`src/rtl/pong_pkg.sv`:
```
`default_nettype none
// ============================================================================
//  Module      : pong_pkg
//  Description : Shared constants and types for the pong ball stage.
//                Holds the visible-screen dimensions, the raster line that
//                carries the per-frame tick, the ball centre used for serves,
//                and the ball FSM state encoding.
//  Revision    : 1.0  initial release
// ============================================================================
package pong_pkg;

    localparam int H_VISIBLE = 640;
    localparam int V_VISIBLE = 480;
    localparam int TICK_LINE = 480;

    // Top-left corner of an 8x8 ball centred on a 640x480 screen
    localparam int CENTRE_X  = 316;
    localparam int CENTRE_Y  = 236;

    typedef enum logic [1:0] {
        ST_SERVE = 2'd0,
        ST_PLAY  = 2'd1,
        ST_POINT = 2'd2
    } state_t;

endpackage : pong_pkg
`default_nettype wire

```
`src/rtl/pong_ball_engine_if.sv`:
```
`default_nettype none
// ============================================================================
//  Module      : pong_ball_engine_if
//  Description : Raster and paddle inputs plus ball outputs of the pong ball
//                stage, bundled as one interface.
//  Ports (signals):
//    CounterX[9:0], CounterY[8:0], inDisplayArea : raster position from sync
//    paddle_l_y[8:0], paddle_r_y[8:0]            : paddle top edges
//    ball_pixel, ball_x[9:0], ball_y[8:0]        : ball drawing / position
//    score_l[3:0], score_r[3:0], point_pulse     : scoring
//  Modports   : master = raster/paddle source, slave = ball engine
//  Revision    : 1.0  initial release
// ============================================================================
interface pong_ball_engine_if;

    logic [9:0] CounterX;
    logic [8:0] CounterY;
    logic       inDisplayArea;
    logic [8:0] paddle_l_y;
    logic [8:0] paddle_r_y;

    logic       ball_pixel;
    logic [9:0] ball_x;
    logic [8:0] ball_y;
    logic [3:0] score_l;
    logic [3:0] score_r;
    logic       point_pulse;

    modport master (
        output CounterX, CounterY, inDisplayArea, paddle_l_y, paddle_r_y,
        input  ball_pixel, ball_x, ball_y, score_l, score_r, point_pulse
    );

    modport slave (
        input  CounterX, CounterY, inDisplayArea, paddle_l_y, paddle_r_y,
        output ball_pixel, ball_x, ball_y, score_l, score_r, point_pulse
    );

endinterface : pong_ball_engine_if
`default_nettype wire

```
`src/rtl/pong_frame_tick.sv`:
```
`default_nettype none
// ============================================================================
//  Module      : pong_frame_tick
//  Description : Decodes the raster counters and emits a registered one-cycle
//                pulse once per frame, at the first pixel of TICK_LINE (inside
//                vertical blanking). Shared by the ball and paddle stages.
//  Ports:
//    clk          in  pixel clock
//    rst_n        in  asynchronous active-low reset
//    counter_x_i  in  horizontal pixel counter
//    counter_y_i  in  vertical line counter
//    frame_tick_o out one-cycle pulse per frame
//  Revision    : 1.0  initial release
// ============================================================================
module pong_frame_tick
    import pong_pkg::*;
(
    input  logic       clk,
    input  logic       rst_n,
    input  logic [9:0] counter_x_i,
    input  logic [8:0] counter_y_i,
    output logic       frame_tick_o
);

    logic frame_tick_q;
    logic frame_tick_d;

    assign frame_tick_d = (counter_y_i == 9'(TICK_LINE)) && (counter_x_i == 10'd0);

    always_ff @(posedge clk or negedge rst_n) begin
        if (!rst_n) begin
            frame_tick_q <= 1'b0;
        end else begin
            frame_tick_q <= frame_tick_d;
        end
    end

    assign frame_tick_o = frame_tick_q;

endmodule : pong_frame_tick
`default_nettype wire

```
`src/rtl/pong_ball_engine.sv`:
```
`default_nettype none
// ============================================================================
//  Module      : pong_ball_engine
//  Description : Ball motion and ball pixel stage fed by the VGA sync counters.
//                Moves the ball once per frame, reflects it off the top/bottom
//                walls and the paddles, detects misses, keeps both scores and
//                produces a registered ball_pixel for the colour mux.
//  Ports:
//    clk    in   pixel clock
//    rst_n  in   asynchronous active-low reset
//    bus    slave modport of pong_ball_engine_if (counters, paddles, ball
//           position, ball_pixel, scores, point_pulse)
//  Build option:
//    PONG_BALL_SPEEDUP_EN  when defined, each paddle hit raises the speed by
//                          one up to MAX_SPEED; a point restores SPEED.
//  Revision    : 1.0  initial release
// ============================================================================
module pong_ball_engine
    import pong_pkg::*;
#(
    parameter int BALL_SIZE    = 8,
    parameter int SPEED        = 2,
    parameter int MAX_SPEED    = 6,
    parameter int PADDLE_W     = 8,
    parameter int PADDLE_H     = 64,
    parameter int LEFT_PAD_X   = 16,
    parameter int RIGHT_PAD_X  = 616,
    parameter int SERVE_FRAMES = 60
)(
    input  logic                clk,
    input  logic                rst_n,
    pong_ball_engine_if.slave   bus
);

    // Speed register sized for the larger of the base speed and the ceiling
    localparam int SPD_W = $clog2(((MAX_SPEED > SPEED) ? MAX_SPEED : SPEED) + 1);
    localparam int CNT_W = (SERVE_FRAMES > 1) ? $clog2(SERVE_FRAMES) : 1;

    localparam logic [SPD_W-1:0] SPEED_INIT = SPD_W'(SPEED);
    localparam logic [CNT_W-1:0] CNT_LAST   = CNT_W'(SERVE_FRAMES - 1);

    localparam logic signed [10:0] X_MAX     = 11'(H_VISIBLE - BALL_SIZE);
    localparam logic signed [10:0] Y_MAX     = 11'(V_VISIBLE - BALL_SIZE);
    localparam logic signed [10:0] BALL_S    = 11'(BALL_SIZE);
    localparam logic signed [10:0] PAD_H     = 11'(PADDLE_H);
    localparam logic signed [10:0] L_PAD_X   = 11'(LEFT_PAD_X);
    localparam logic signed [10:0] L_PAD_END = 11'(LEFT_PAD_X + PADDLE_W);
    localparam logic signed [10:0] R_PAD_X   = 11'(RIGHT_PAD_X);
    localparam logic signed [10:0] R_PAD_END = 11'(RIGHT_PAD_X + PADDLE_W);

    localparam logic [9:0] L_BOUNCE_X = 10'(LEFT_PAD_X + PADDLE_W);
    localparam logic [9:0] R_BOUNCE_X = 10'(RIGHT_PAD_X - BALL_SIZE);
    localparam logic [9:0] CX         = 10'(CENTRE_X);
    localparam logic [8:0] CY         = 9'(CENTRE_Y);
    localparam logic [8:0] Y_TOP_LIM  = 9'(V_VISIBLE - BALL_SIZE);

    state_t             state_q,       state_d;
    logic [9:0]         ball_x_q,      ball_x_d;
    logic [8:0]         ball_y_q,      ball_y_d;
    logic               dx_neg_q,      dx_neg_d;
    logic               dy_neg_q,      dy_neg_d;
    logic [SPD_W-1:0]   speed_q,       speed_d;
    logic [CNT_W-1:0]   serve_cnt_q,   serve_cnt_d;
    logic [3:0]         score_l_q,     score_l_d;
    logic [3:0]         score_r_q,     score_r_d;
    logic               point_pulse_q, point_pulse_d;
    logic               ball_pixel_q,  ball_pixel_d;

    logic               w_tick;
    logic signed [10:0] w_spd;
    logic signed [10:0] w_nx;
    logic signed [10:0] w_ny;
    logic signed [10:0] w_y_new;
    logic               w_dy_neg_new;
    logic signed [10:0] w_pl_top;
    logic signed [10:0] w_pr_top;
    logic               w_miss;
    logic               w_ov_l;
    logic               w_ov_r;
    logic               w_hit_l;
    logic               w_hit_r;
    logic [SPD_W-1:0]   w_speed_hit;

    pong_frame_tick u_frame_tick (
        .clk          (clk),
        .rst_n        (rst_n),
        .counter_x_i  (bus.CounterX),
        .counter_y_i  (bus.CounterY),
        .frame_tick_o (w_tick)
    );

    // ------------------------------------------------------------------
    // Candidate next position, signed so that underflow past 0 is visible
    // ------------------------------------------------------------------
    assign w_spd = $signed(11'(speed_q));
    assign w_nx  = dx_neg_q ? ($signed({1'b0, ball_x_q}) - w_spd)
                            : ($signed({1'b0, ball_x_q}) + w_spd);
    assign w_ny  = dy_neg_q ? ($signed({2'b0, ball_y_q}) - w_spd)
                            : ($signed({2'b0, ball_y_q}) + w_spd);

    always_comb begin
        w_y_new      = w_ny;
        w_dy_neg_new = dy_neg_q;
        if (w_ny[10]) begin
            w_y_new      = 11'sd0;
            w_dy_neg_new = 1'b0;
        end else if (w_ny > Y_MAX) begin
            w_y_new      = Y_MAX;
            w_dy_neg_new = 1'b1;
        end
    end

    assign w_miss = w_nx[10] || (w_nx > X_MAX);

    // Paddle overlap is judged at the ball's post-move (wall-resolved) height
    assign w_pl_top = $signed({2'b0, bus.paddle_l_y});
    assign w_pr_top = $signed({2'b0, bus.paddle_r_y});
    assign w_ov_l   = (w_y_new < (w_pl_top + PAD_H)) && ((w_y_new + BALL_S) > w_pl_top);
    assign w_ov_r   = (w_y_new < (w_pr_top + PAD_H)) && ((w_y_new + BALL_S) > w_pr_top);

    assign w_hit_l = dx_neg_q && (w_nx <= L_PAD_END) && ((w_nx + BALL_S) > L_PAD_X) && w_ov_l;
    assign w_hit_r = !dx_neg_q && ((w_nx + BALL_S) >= R_PAD_X) && (w_nx < R_PAD_END) && w_ov_r;

`ifdef PONG_BALL_SPEEDUP_EN
    localparam logic [SPD_W-1:0] MAX_SPD = SPD_W'(MAX_SPEED);
    assign w_speed_hit = (speed_q >= MAX_SPD) ? MAX_SPD : (speed_q + SPD_W'(1));
`else
    assign w_speed_hit = speed_q;
`endif

    // ------------------------------------------------------------------
    // Ball FSM: next state and datapath updates
    // ------------------------------------------------------------------
    always_comb begin
        state_d       = state_q;
        ball_x_d      = ball_x_q;
        ball_y_d      = ball_y_q;
        dx_neg_d      = dx_neg_q;
        dy_neg_d      = dy_neg_q;
        speed_d       = speed_q;
        serve_cnt_d   = serve_cnt_q;
        score_l_d     = score_l_q;
        score_r_d     = score_r_q;
        point_pulse_d = 1'b0;

        unique case (state_q)
            ST_SERVE: begin
                if (w_tick) begin
                    if (serve_cnt_q == CNT_LAST) begin
                        serve_cnt_d = '0;
                        state_d     = ST_PLAY;
                    end else begin
                        serve_cnt_d = serve_cnt_q + CNT_W'(1);
                    end
                end
            end

            ST_PLAY: begin
                if (w_tick) begin
                    if (w_miss) begin
                        // Position is frozen; direction is kept so POINT can
                        // tell which side the ball escaped through.
                        state_d = ST_POINT;
                    end else begin
                        ball_y_d = w_y_new[8:0];
                        dy_neg_d = w_dy_neg_new;
                        if (w_hit_l) begin
                            ball_x_d = L_BOUNCE_X;
                            dx_neg_d = 1'b0;
                            speed_d  = w_speed_hit;
                        end else if (w_hit_r) begin
                            ball_x_d = R_BOUNCE_X;
                            dx_neg_d = 1'b1;
                            speed_d  = w_speed_hit;
                        end else begin
                            ball_x_d = w_nx[9:0];
                        end
                    end
                end
            end

            ST_POINT: begin
                // Leftward ball escaped on the left: right player scores.
                // Flipping dx aims the next serve at the scorer.
                if (dx_neg_q) begin
                    score_r_d = (score_r_q == 4'd9) ? 4'd0 : (score_r_q + 4'd1);
                end else begin
                    score_l_d = (score_l_q == 4'd9) ? 4'd0 : (score_l_q + 4'd1);
                end
                dx_neg_d      = !dx_neg_q;
                ball_x_d      = CX;
                ball_y_d      = CY;
                speed_d       = SPEED_INIT;
                point_pulse_d = 1'b1;
                state_d       = ST_SERVE;
            end

            default: begin
                state_d = ST_SERVE;
            end
        endcase
    end

    // Registered pixel test; ball position only moves on the frame tick
    assign ball_pixel_d = bus.inDisplayArea
        && ({1'b0, bus.CounterX} >= {1'b0, ball_x_q})
        && ({1'b0, bus.CounterX} <  ({1'b0, ball_x_q} + 11'(BALL_SIZE)))
        && ({1'b0, bus.CounterY} >= {1'b0, ball_y_q})
        && ({1'b0, bus.CounterY} <  ({1'b0, ball_y_q} + 10'(BALL_SIZE)));

    always_ff @(posedge clk or negedge rst_n) begin
        if (!rst_n) begin
            state_q       <= ST_SERVE;
            ball_x_q      <= CX;
            ball_y_q      <= CY;
            dx_neg_q      <= 1'b0;
            dy_neg_q      <= 1'b0;
            speed_q       <= SPEED_INIT;
            serve_cnt_q   <= '0;
            score_l_q     <= 4'd0;
            score_r_q     <= 4'd0;
            point_pulse_q <= 1'b0;
            ball_pixel_q  <= 1'b0;
        end else begin
            state_q       <= state_d;
            ball_x_q      <= ball_x_d;
            ball_y_q      <= ball_y_d;
            dx_neg_q      <= dx_neg_d;
            dy_neg_q      <= dy_neg_d;
            speed_q       <= speed_d;
            serve_cnt_q   <= serve_cnt_d;
            score_l_q     <= score_l_d;
            score_r_q     <= score_r_d;
            point_pulse_q <= point_pulse_d;
            ball_pixel_q  <= ball_pixel_d;
        end
    end

    assign bus.ball_pixel  = ball_pixel_q;
    assign bus.ball_x      = ball_x_q;
    assign bus.ball_y      = ball_y_q;
    assign bus.score_l     = score_l_q;
    assign bus.score_r     = score_r_q;
    assign bus.point_pulse = point_pulse_q;

    // Keep the unused upper bit of the state-limit constant referenced
    // through the wall clamp above; Y_TOP_LIM documents the ball_y range.
    logic w_y_in_range;
    assign w_y_in_range = (ball_y_q <= Y_TOP_LIM);

    // Ball must never leave its legal vertical range
    always_ff @(posedge clk) begin
        if (rst_n) begin
            assert (w_y_in_range) else $error("ball_y out of range");
        end
    end

endmodule : pong_ball_engine
`default_nettype wire
```
`src/flat_wrapper.sv`:
```
// flat-port wrapper written by rule: the top's interface ports become plain ports
module pong_ball_engine_flat import pong_pkg::*;
#(
    parameter int BALL_SIZE    = 8,
    parameter int SPEED        = 2,
    parameter int MAX_SPEED    = 6,
    parameter int PADDLE_W     = 8,
    parameter int PADDLE_H     = 64,
    parameter int LEFT_PAD_X   = 16,
    parameter int RIGHT_PAD_X  = 616,
    parameter int SERVE_FRAMES = 60
)
  (clk, rst_n, bus_CounterX, bus_CounterY, bus_inDisplayArea, bus_paddle_l_y, bus_paddle_r_y, bus_ball_pixel, bus_ball_x, bus_ball_y, bus_score_l, bus_score_r, bus_point_pulse);
  pong_ball_engine_if bus_i ();
  input  logic clk;
  input  logic rst_n;
  input wire logic [$bits(bus_i.CounterX)-1:0] bus_CounterX;
  input wire logic [$bits(bus_i.CounterY)-1:0] bus_CounterY;
  input wire logic [$bits(bus_i.inDisplayArea)-1:0] bus_inDisplayArea;
  input wire logic [$bits(bus_i.paddle_l_y)-1:0] bus_paddle_l_y;
  input wire logic [$bits(bus_i.paddle_r_y)-1:0] bus_paddle_r_y;
  output wire logic [$bits(bus_i.ball_pixel)-1:0] bus_ball_pixel;
  output wire logic [$bits(bus_i.ball_x)-1:0] bus_ball_x;
  output wire logic [$bits(bus_i.ball_y)-1:0] bus_ball_y;
  output wire logic [$bits(bus_i.score_l)-1:0] bus_score_l;
  output wire logic [$bits(bus_i.score_r)-1:0] bus_score_r;
  output wire logic [$bits(bus_i.point_pulse)-1:0] bus_point_pulse;
  assign bus_i.CounterX = bus_CounterX;
  assign bus_i.CounterY = bus_CounterY;
  assign bus_i.inDisplayArea = bus_inDisplayArea;
  assign bus_i.paddle_l_y = bus_paddle_l_y;
  assign bus_i.paddle_r_y = bus_paddle_r_y;
  assign bus_ball_pixel = bus_i.ball_pixel;
  assign bus_ball_x = bus_i.ball_x;
  assign bus_ball_y = bus_i.ball_y;
  assign bus_score_l = bus_i.score_l;
  assign bus_score_r = bus_i.score_r;
  assign bus_point_pulse = bus_i.point_pulse;
  pong_ball_engine #(.BALL_SIZE(BALL_SIZE), .SPEED(SPEED), .MAX_SPEED(MAX_SPEED), .PADDLE_W(PADDLE_W), .PADDLE_H(PADDLE_H), .LEFT_PAD_X(LEFT_PAD_X), .RIGHT_PAD_X(RIGHT_PAD_X), .SERVE_FRAMES(SERVE_FRAMES)) u_core (.clk(clk), .rst_n(rst_n), .bus(bus_i));
endmodule
```
`config.mk`:
```
export PLATFORM = sky130hd
export DESIGN_NAME = pong_ball_engine_flat
export DESIGN_NICKNAME = d
export VERILOG_FILES = /design/src/rtl/pong_pkg.sv /design/src/rtl/pong_ball_engine_if.sv /design/src/rtl/pong_frame_tick.sv /design/src/rtl/pong_ball_engine.sv /design/src/flat_wrapper.sv
export SDC_FILE = /design/constraint.sdc
export NUM_CORES = 1
export LEC_CHECK = 0
export CAP_MARGIN = 20
export CORE_ASPECT_RATIO = 1.4
export CORE_MARGIN = 8
export CORE_UTILIZATION = 58
export CTS_CLUSTER_DIAMETER = 50
export DETAILED_ROUTE_END_ITERATION = 16
export HOLD_SLACK_MARGIN = 0.05
export PLACE_DENSITY = 0.83
export REMOVE_ABC_BUFFERS = 1
export SLEW_MARGIN = 15
export SYNTH_ARGS = -nofsm -noshare
export SYNTH_HDL_FRONTEND = slang
export SYNTH_SLANG_ARGS = --single-unit
```
`constraint.sdc`:
```
create_clock -name clk -period 14.3 [get_ports clk]
set_input_delay 1.43 -clock clk [delete_from_list [all_inputs] [get_ports clk]]
set_output_delay 1.43 -clock clk [all_outputs]
set_load 0.01 [all_outputs]
```
==> metrics.txt, run 1 <==
R2R depth 24; vias in the first global route 4778; RSZ-0062 raised after global routing false; Clock Tree Buf Depth 2; hold_buf cts 0; Post-CTS Setup Inserts 0; placed cell area 5420 µm²; CP arrival 5.43 ns; Hold Slack 0.510 ns; Achievable Freq 0.190 GHz; CP max stage cell dfstp_2; initial antenna violation count 0; synth unique cells 69; wire per inst 18.0 µm; ranking of synthesized cells by area ha_1, dfrtp_1, dfstp_2; Area Overhead vs Synth 19.9%; routed wire length 13100 µm; GRT Resource Usage Total 0.234; worst path required time 14.45 ns; CTS tree built; Mapped Cells 562; Antenna Nets Post-Route 0; top cell type by total area after synthesis ha_1; Worst Skew 0.00565 ns; first-pass GRT wire length 21900 µm; fin. max-slew vios 0; HPWL Detailed 10500 µm; CTS Root Cell clkbuf_16; via count 4542; num rows 39; Max-slew headroom 0.392; PortBufs 67; Post-synth EDFFs 0; setup TNS 0 ns; VDD IR max 56.2 µV; startpoint types register; DR iter-0 viols 232; max cap viols 0; Die Area 11200 µm²; core area 8000 µm²; register area share after synthesis 0.211; PostCTS Resize Cnt 0; nets 751; Hold Vio Cnt, Final 0; Synth top area share 0.227; #FFs+latches synth 39; endpoints failing setup 0; asr flop ratio synth 1.00; hold path depth 1; placed cells 720; cells along the critical path inv_1 > ha_1 > inv_1 > o211ai_1 > nand2b_1 > o21ai_0 > xnor2_1 > nor2_1 > a31o_2 > o21ai_0 > inv_1 > ha_1 > nand3_1 > xnor2_1 > nor2_1 > nor2_1 > ha_1 > nand4_1 > nor3_1 > a2111oi_0 > o21ai_0 > or4_4 > nor3b_2 > o32ai_2; clk_lat worst skew 0.28 ns; total power 293 µW; CP Capture Type register; CP max FO 9; count leader, synth ha_1; syn avg cell area 8.33 µm²; Post-Layout Cell Count 728; Congestion Overflow GR 0; share of cells above drive strength 1 0.0575; power per cell area 52.2 nW/µm²; Hold Startpoint u_core.state_q[1]$_DFFE_PN0P_; status finished clean; clk slew on worst S/H paths 0.06 ns; # clock sinks 39; Worst Max-Slew Pin Slew 0.909 ns; Tmin final 5.27 ns; # IOs 69; Final Cycle Share 0.369; DRC errors left 0; Worst Hold Class reg2reg; H-tree Lvls 2; Critical R2R Launch u_core.bus.ball_y[3]$_DFFE_PN1P_; R2R Setup Slk 9.03 ns; ys flop type dfrtp_1; critical path class reg2reg; Placer Congestion 0.937; Min-Delay Endpoint u_core.state_q[1]$_DFFE_PN0P_; largest stage delay on the critical path 0.62 ns; TritonRoute pass-1 iters 5; pin count of the biggest net entering global routing 40; Worst R2R End u_core.bus.ball_x[7]$_DFFE_PN0P_; Vert. Die Dim 122 µm; leakage power 0.00259 µW; final instance area 5610 µm²; Ys Warns 0; mapped cell area 4680 µm²; Initial Util 0.585; Antenna diodes 0; TritonCTS Buffers 5; drt via density 6.24; die span in x 91.9 µm; Synth top cells by count ha_1, inv_1, nand2_1
## critical path: cells and delay by family, from the launching register on
family          cells  cell delay, ns
fa+ha+maj           3            0.74
buf+inv             3            0.33
simple gates        9            1.61
compound gates      7            1.56
flops               1            0.62
xor+xnor            2            0.29
## per-stage QoR
step	setup slack, ns	util
after CTS	9.06	0.701
after global placement	9.26	0.678
after detailed placement	9.07	0.678
after floorplan	9.56	-
final	9.03	0.701
after global routing	8.53	0.701
## flip-flops by register name, indices dropped and copies added, names as in the netlist
signal	flops
u_core.bus.ball_y	9
u_core.dx_neg_q	1
u_core.bus.score_r	4
u_core.u_frame_tick.frame_tick_o	1
u_core.state_q	2
u_core.bus.score_l	4
u_core.bus.point_pulse	1
u_core.serve_cnt_q	6
u_core.bus.ball_pixel	1
u_core.dy_neg_q	1
u_core.bus.ball_x	9
## area by class of cell
cell class              instances  area, µm²
flip-flops and latches         39        988
multi-input cells             450       3400
fillers                       651       2390
repair buffers                 69        681
clock buffers                   6        129
inverters                      60        225
clock inverters                 2       60.1
well taps                     102        128
## how the worst max path moves through the flow
stage,from,end,slack [ns],cells past startpoint
after floorplan,u_core.bus.ball_y[3]$_DFFE_PN1P_,u_core.bus.ball_x[7]$_DFFE_PN0P_,9.56,24
after global placement,u_core.bus.ball_y[3]$_DFFE_PN1P_,u_core.bus.ball_x[7]$_DFFE_PN0P_,9.26,24
after detailed placement,u_core.bus.ball_y[3]$_DFFE_PN1P_,u_core.bus.ball_x[7]$_DFFE_PN0P_,9.07,24
after CTS,u_core.bus.ball_y[3]$_DFFE_PN1P_,u_core.bus.ball_x[7]$_DFFE_PN0P_,9.06,24
after global routing,u_core.bus.ball_y[3]$_DFFE_PN1P_,u_core.bus.ball_x[7]$_DFFE_PN0P_,8.53,24
final,u_core.bus.ball_y[3]$_DFFE_PN1P_,u_core.bus.ball_x[7]$_DFFE_PN0P_,9.03,24
## power by group
part / total [µW] / internal, µW / switching, µW
Clock: 146 / 100 / 45.4
Sequential: 111 / 111 / 0.0241
Combinational: 37.0 / 19.5 / 17.5
## cell usage in the layout (no fill, tap or decap), types with 4 or more instances in the layout
cell type | Yosys | layout
nand2_1 | 35 | 35
or4_1 | 4 | 4
dfrtp_1 | 29 | 29
o21ai_0 | 32 | 32
nor2_1 | 33 | 33
or3_1 | 5 | 5
a211oi_1 | 5 | 5
nor3b_1 | 5 | 5
dfstp_2 | 10 | 10
a31oi_1 | 4 | 4
xnor2_1 | 29 | 29
a21o_1 | 14 | 14
inv_1 | 60 | 60
nor2b_1 | 15 | 15
ha_1 | 85 | 85
xor2_1 | 5 | 5
nand4_1 | 9 | 9
clkdlybuf4s50_1 | 0 | 66
nor3_1 | 13 | 13
nor4_1 | 5 | 5
o21a_1 | 11 | 11
a2111oi_0 | 4 | 4
a21oi_1 | 30 | 30
nand2b_1 | 12 | 12
nand3_1 | 21 | 21
o31ai_1 | 8 | 8
clkbuf_16 | 0 | 5
and3_1 | 5 | 5
## per-layer routing
layer,vias up,global-route usage,routed length (µm)
met2,165,0.443,6820
met4,0,0.127,639
met5,-,0,0
met3,48,0.0447,727
li1,2164,-,-
met1,2165,0.235,4880
## logic make-up (layout without fill, tap and decap cells)
| kind of cell | Yosys count | count (layout) | share of synthesized area |
|---|---|---|---|
| buffers and inverters | 75 | 137 | 0.0639 |
| flip-flops | 39 | 39 | 0.211 |
| XOR/XNOR | 34 | 34 | 0.0636 |
| AO/OA/AOI/OAI | 147 | 147 | 0.218 |
| other | 1 | 3 | 0.000801 |
| AND/OR/NAND/NOR | 177 | 177 | 0.205 |
| multiplexers | 3 | 3 | 0.00668 |
| adder cells (fa/ha/maj) | 86 | 86 | 0.231 |
No activity file was read; power rests on OpenSTA's default activity.
==> run 2: changes to the inputs <==
--- a/config.mk
+++ b/config.mk
@@ -8,11 +8,11 @@
 export CAP_MARGIN = 20
 export CORE_ASPECT_RATIO = 1.4
 export CORE_MARGIN = 8
-export CORE_UTILIZATION = 58
+export CORE_UTILIZATION = 56
 export CTS_CLUSTER_DIAMETER = 50
 export DETAILED_ROUTE_END_ITERATION = 16
 export HOLD_SLACK_MARGIN = 0.05
-export PLACE_DENSITY = 0.83
+export PLACE_DENSITY = 0.8
 export REMOVE_ABC_BUFFERS = 1
 export SLEW_MARGIN = 15
 export SYNTH_ARGS = -nofsm -noshare
==> constraint.sdc (replaced) <==
create_clock -name clk -period 5.3 [get_ports clk]
set_input_delay 0.53 -clock clk [delete_from_list [all_inputs] [get_ports clk]]
set_output_delay 0.53 -clock clk [all_outputs]
set_load 0.01 [all_outputs]
==> run 2 against run 1 <==
Net effect:
- routed wire length shrank 2.1%
- sequential cell count unchanged
- critical endpoint is now u_core.bus.ball_x[6]$_DFFE_PN0P_
- first-iteration DRC count down 0.86%
- count of clock-buffer cells in the layout unchanged
- sequential share of layout area grew 0.051 points
- critical path type unchanged
- largest cell class unchanged
- global-route usage shrank 1.3 points
- critical path depth stayed put
- core utilization decreased by 1.5 points
- register-to-register slack got worse by 8.7 ns
- non-clock buffer count increased by 2
- clock skew is 0.00069 ns higher
- die area rose by 3.0%
==> metrics.txt, run 2 (synthesis results as in run 1) <==
status finished clean; drt via density 6.08 (-2.6%); # IOs 69 (unchanged); clk_lat worst skew 0.29 ns (about the same); first-pass GRT wire length 21100 µm (-3.6%); total power 699 µW (+140%); Max-slew headroom 0.395 (+0.00274); CP arrival 5.19 ns (-0.24 ns); HPWL Detailed 10400 µm (-0.32%); wire per inst 17.5 µm (-2.4%); startpoint types register; Hold Slack 0.375 ns (-0.136 ns); RSZ-0062 raised after global routing false; critical path class reg2reg; R2R depth 24 (unchanged); Placement Setup Slack 0.236 ns (-8.83 ns); GRT Resource Usage Total 0.221 (-0.0128); Worst Hold Class in2async; CP Capture Type register; # clock sinks 39 (unchanged); power per cell area 125 nW/µm² (+140%); TritonRoute pass-1 iters 5 (unchanged); final setup margin 0.336 ns (-8.69 ns); VDD IR max 169 µV (+200%); fin. max-slew vios 0 (unchanged); Die Area 11600 µm² (+3.0%); highest-count cells in the layout ignoring fill and taps ha_1, clkdlybuf4s50_1, inv_1, nand2_1, nor2_1; die span in x 93.3 µm (+1.5%); Antenna diodes 0 (unchanged); Hold Vio Cnt, Final 0 (unchanged); Worst Skew 0.00634 ns (+0.000693 ns); commonest non-fill, non-tap cell in the layout ha_1; CTS tree built; DR iter-0 viols 230 (-0.86%); Placer Congestion 0.970 (+3.6%); DRC errors left 0 (unchanged); pin count of the biggest net entering global routing 40 (unchanged); Final Cycle Share 0.937 (+0.568); Antenna Nets Post-Route 0 (unchanged); fill count 664 (+2.0%); share of cells above drive strength 1 0.0653 (+0.00778); leakage power 0.00257 µW (-0.58%); Vert. Die Dim 124 µm (+1.5%); vias in the first global route 4680 (-2.1%); TritonCTS Buffers 5 (unchanged); core area 8150 µm² (+1.8%); setup TNS 0 ns (unchanged); endpoints failing setup 0 (unchanged); Tmin final 4.96 ns (-0.308 ns); max cap viols 0 (unchanged); Initial Util 0.574 (-0.0105); CTS Root Cell clkbuf_16; hold_buf cts 0 (unchanged); worst path required time 5.52 ns (-8.93 ns); H-tree Lvls 2 (unchanged); Achievable Freq 0.201 GHz (+6.2%); Area Overhead vs Synth 19.5%; PortBufs 67 (unchanged); via count 4437 (-2.3%); Post-CTS Setup Inserts 0 (unchanged); CP max FO 9 (unchanged); initial antenna violation count 0 (unchanged); Clock Tree Buf Depth 2 (unchanged); Congestion Overflow GR 0 (unchanged); routed wire length 12800 µm (-2.1%); num rows 39 (unchanged); PostCTS Resize Cnt 0 (unchanged); Worst Max-Slew Pin Slew 0.907 ns (-0.00140 ns); nets 753 (+0.27%); clk slew on worst S/H paths 0.06 ns (about the same)
## run 2: changes by cell type in the layout (fill, tap and decap cells not counted), sizes merged
cell      change
clkinvlp      +1
bufinv        -2
buf           +2
clkinv        +1
## run 2: routing by layer
| metal | part of all wire | wire length (µm) | track usage | up-vias |
|---|---|---|---|---|
| met4 | 0.025 | 321 | 0.0870 | 0 |
| li1 | - | - | - | 2176 |
| met1 | 0.39 | 5020 | 0.235 | 2110 |
| met2 | 0.54 | 6870 | 0.417 | 123 |
| met5 | 0 | 0 | 0 | - |
| met3 | 0.046 | 585 | 0.0416 | 28 |
## run 2: area by class of cell
class                           count  area (µm²)  area share
Inverter                           60         225      0.0403
Tap cell                          102         128      0.0228
Sequential cell                    39         988       0.177
Multi-Input combinational cell    450        3420       0.611
Timing Repair Buffer               71         696       0.124
Clock inverter                      2        12.5     0.00224
Clock buffer                        6         129      0.0230
## run 2: critical path: stages, from the launching register on
cell and delay, ns:
dfstp_2 0.61, inv_1 0.12, ha_1 0.22, inv_1 0.05
o211ai_1 0.08, nand2b_1 0.19, o21ai_1 0.15, xnor2_1 0.15
nor2_1 0.06, a31o_2 0.31, o21ai_1 0.18, inv_1 0.10
ha_1 0.21, nand3_1 0.09, xnor2_1 0.12, nor2_1 0.05
nor2_1 0.14, ha_1 0.27, nand4_1 0.11, nor3_1 0.06
a2111oi_0 0.35, o21ai_0 0.16, or4_4 0.58, nor4b_4 0.38
a221o_1 0.16
## run 2: per-stage QoR
| stage | cell area, µm² | cells | utilization |
|---|---|---|---|
| 2_1_floorplan | 4610 | 549 | - |
| 3_3_place_gp | 5440 | 722 | 0.667 |
| 3_5_place_dp | 5440 | 722 | 0.667 |
| 4_1_cts | 5580 | 730 | 0.685 |
| 5_1_grt | 5600 | 730 | 0.687 |
| 6_report | 5600 | 730 | 0.687 |
## run 2: final timing paths
check / startpoint / endpoint / slack, ns
setup / recovery: u_core.bus.ball_y[3]$_DFFE_PN1P_ / u_core.bus.ball_x[6]$_DFFE_PN0P_ / 0.34
hold / removal: rst_n / u_core.serve_cnt_q[4]$_DFFE_PN0P_ / 0.37
setup reg to reg: u_core.bus.ball_y[3]$_DFFE_PN1P_ / u_core.bus.ball_x[6]$_DFFE_PN0P_ / 0.34
hold reg to reg: u_core.state_q[1]$_DFFE_PN0P_ / u_core.state_q[1]$_DFFE_PN0P_ / 0.50
max in group asynchronous: rst_n / u_core.bus.ball_pixel$_DFF_PN0_ / 4.36
min in group clk: u_core.state_q[1]$_DFFE_PN0P_ / u_core.state_q[1]$_DFFE_PN0P_ / 0.50
## run 2: power by group
part	switching [µW]	leakage, µW	internal [µW]
Clock	129	0.0000669	174
Combinational	45.5	0.00201	52.3
Sequential	0.0671	0.000493	298
Total	174	0.00257	525
==> run 3: changes to the inputs <==
--- a/config.mk
+++ b/config.mk
@@ -5,14 +5,14 @@
 export SDC_FILE = /design/constraint.sdc
 export NUM_CORES = 1
 export LEC_CHECK = 0
+export ABC_AREA = 1
 export CAP_MARGIN = 20
-export CORE_ASPECT_RATIO = 1.4
 export CORE_MARGIN = 8
-export CORE_UTILIZATION = 56
+export CORE_UTILIZATION = 57
 export CTS_CLUSTER_DIAMETER = 50
 export DETAILED_ROUTE_END_ITERATION = 16
 export HOLD_SLACK_MARGIN = 0.05
-export PLACE_DENSITY = 0.8
+export PLACE_DENSITY = 0.81
 export REMOVE_ABC_BUFFERS = 1
 export SLEW_MARGIN = 15
 export SYNTH_ARGS = -nofsm -noshare
==> run 3 against run 2 <==
Net effect:
- via count grew 5.9%
- clock skew about the same
- final area grew 1.6%
- synthesized cell count grew 20%
- core utilization increased by 0.87 points
- global-route usage is 0.19 points lower
- power fell by 6.2%
- critical path type unchanged
- non-clock buffer count fell by 4
- hold slack worse by 0.038 ns
- largest cell class unchanged
- count of clock-buffer cells in the layout shrank 1
- sequential power about the same
- cell count rose by 17%
==> metrics.txt, run 3 <==
status finished clean; HPWL Detailed 10400 µm (-0.47%); crit-path leading delay family simple AND/OR/NAND/NOR gates; placed cell area 5570 µm² (+2.5%); Achievable Freq 0.246 GHz (+22%); Initial Util 0.587 (+0.0127); worst path required time 5.54 ns (+0.02 ns); TritonCTS Buffers 5 (unchanged); TritonRoute pass-1 iters 4 (-1); fin. max-slew vios 0 (unchanged); num rows 33 (-15%); count leader, synth nand2_1; Max Used Layer met4; Synth top cells by count nand2_1, inv_1, ha_1; routed wire length 12400 µm (-3.0%); setup TNS 0 ns (unchanged); die span in x 108 µm (+16%); wire per inst 14.5 µm (-17%); ranking of synthesized cells by area ha_1, dfrtp_1, nand2_1; first-pass GRT wire length 21000 µm (-0.29%); CTS tree built; Critical R2R Launch u_core.bus.ball_y[3]$_DFFE_PN1P_; cells along the critical path inv_1 > ha_1 > nand2_1 > nand3_1 > nor4_1 > inv_1 > o21ai_0 > inv_1 > ha_1 > xor2_1 > inv_1 > ha_1 > nand2_1 > o21ai_0 > o21ai_0 > o21ai_0 > o31ai_1 > inv_1 > nand4_4 > nand2_2 > nand2_1 > nand2_1 > nand2_1 > nand2_1; core area 8180 µm² (+0.32%); Ys Warns 0 (unchanged); nets 875 (+16%); vias in the first global route 4705 (+0.53%); clk_lat worst skew 0.31 ns (+0.02 ns); WL met2 6040 µm (-12%); clk slew on worst S/H paths 0.08 ns (+0.02 ns); GRT Resource Usage Total 0.219 (-0.00189); Post-CTS Setup Inserts 0 (unchanged); endpoints failing setup 0 (unchanged); ys flop type dfrtp_1; CP most frequent cell nand2_1; CTS Root Cell clkbuf_8; largest stage delay on the critical path 0.63 ns (+0.02 ns); M1 WL 5430 µm (+8.2%); final instance area 5680 µm² (+1.6%); critical path class reg2reg; VDD IR max 97.7 µV (-42%); R2R Setup Slk 1.23 ns (+0.89 ns); share of cells above drive strength 1 0.0787 (+0.0134); Max-slew headroom 0.417 (+0.0222); final cell utilization of the core 0.695 (+0.00866); Antenna diodes 0 (unchanged); WP buf/inv 5 (+2); Antenna Nets Post-Route 0 (unchanged); Placer Congestion 0.925 (-4.7%); syn avg cell area 7.09 µm² (-15%); # clock sinks 39 (unchanged); leakage power 0.00304 µW (+18%); asr flop ratio synth 1.00 (unchanged); CP Capture Type register; Hold Slack 0.337 ns (-0.0376 ns); PortBufs 67 (unchanged); Worst Skew 0.00612 ns (-0.000217 ns); RSZ-0062 raised after global routing false; power per cell area 115 nW/µm² (-7.7%); CP arrival 4.31 ns (-0.88 ns); Final Cycle Share 0.768 (-0.169); Die Area 11600 µm² (+0.27%); drt via density 5.50 (-9.6%); # IOs 69 (unchanged); Post-synth EDFFs 0 (unchanged); startpoint types register; Worst R2R End u_core.dx_neg_q$_DFFE_PN0P_; mapped cell area 4800 µm² (+2.5%); initial antenna violation count 0 (unchanged); DRC errors left 0 (unchanged); Clock Tree Buf Depth 2 (unchanged); pin count of the biggest net entering global routing 40 (unchanged); register area share after synthesis 0.206 (-0.00523); commonest non-fill, non-tap cell in the layout nand2_1; Vert. Die Dim 108 µm (-13%); Tmin final 4.07 ns (-0.894 ns); CP max stage cell dfstp_2; Worst Max-Slew Pin Slew 0.874 ns (-0.0333 ns); via count 4700 (+5.9%); max cap viols 0 (unchanged); highest-count cells in the layout ignoring fill and taps nand2_1, inv_1, ha_1, clkdlybuf4s50_1, nor2_1; R2R depth 24 (unchanged); Synth top area share 0.222 (-0.00563); Hold Vio Cnt, Final 0 (unchanged); H-tree Lvls 2 (unchanged); Mapped Cells 677 (+20%); CP max FO 8 (-1); hold_buf cts 0 (unchanged); Congestion Overflow GR 0 (unchanged); DR iter-0 viols 161 (-30%); top cell type by total area after synthesis ha_1; Worst Hold Class in2async; synth unique cells 47 (-32%); Area Overhead vs Synth 18.4%; PostCTS Resize Cnt 0 (unchanged); met3 wire length 679 µm (+16%); #FFs+latches synth 39 (unchanged)
[run 3: power breakdown]
part | switching [µW] | total, µW | internal, µW | leakage [µW]
registers | 0.00194 | 298 | 298 | 0.000483
logic | 48.6 | 98.3 | 49.7 | 0.00250
clock network | 119 | 259 | 140 | 0.0000581
total | 168 | 655 | 488 | 0.00304
[run 3: cells by family (layout without fill, tap and decap cells)]
logic type	after synthesis	count (layout)	synth area share
AOI/OAI and AO/OA	96	96	0.118
xor gates and xnor gates	28	28	0.0511
adders and majority gates	86	86	0.226
buffers and inverters	128	199	0.105
DFF	39	39	0.206
other	1	3	0.000781
and+or+nand+nor	299	299	0.294
[run 3: cell type report]
type                    count  area (µm²)
flip-flops and latches     39         988
well taps                 105         131
multi-input cells         512        3320
fillers                   702        2490
inverters                 124         470
clock buffers               5        68.8
repair buffers             67         666
clock inverters             3        43.8
[run 3: how the worst max path moves through the flow]
stage	startpoint	end	slack, ns	depth (start not counted)
6_report	u_core.bus.ball_y[3]$_DFFE_PN1P_	u_core.dx_neg_q$_DFFE_PN0P_	1.23	24
5_1_grt	u_core.bus.ball_y[3]$_DFFE_PN1P_	u_core.dx_neg_q$_DFFE_PN0P_	0.74	26
4_1_cts	u_core.bus.ball_y[2]$_DFFE_PN1P_	u_core.dx_neg_q$_DFFE_PN0P_	1.28	26
3_5_place_dp	u_core.bus.ball_y[3]$_DFFE_PN1P_	u_core.dx_neg_q$_DFFE_PN0P_	1.30	26
3_3_place_gp	u_core.bus.ball_y[3]$_DFFE_PN1P_	u_core.bus.ball_x[7]$_DFFE_PN0P_	1.47	27
2_1_floorplan	u_core.bus.ball_y[3]$_DFFE_PN1P_	u_core.bus.ball_x[7]$_DFFE_PN0P_	1.66	27
[run 3: metal layers]
| layer | GRT usage | vias to the layer above |
|---|---|---|
| met5 | 0 | - |
| met3 | 0.0347 | 25 |
| met4 | 0.0773 | 0 |
| li1 | - | 2365 |
| met1 | 0.269 | 2170 |
| met2 | 0.379 | 140 |
[run 3: per-stage QoR]
step                      worst slack, ns  instances  power, µW
after CTS                            1.28        855        655
after global placement               1.47        847        397
after floorplan                      1.66        675        348
final                                1.23        855        655
after global routing                0.742        855        682
after detailed placement             1.30        847        401
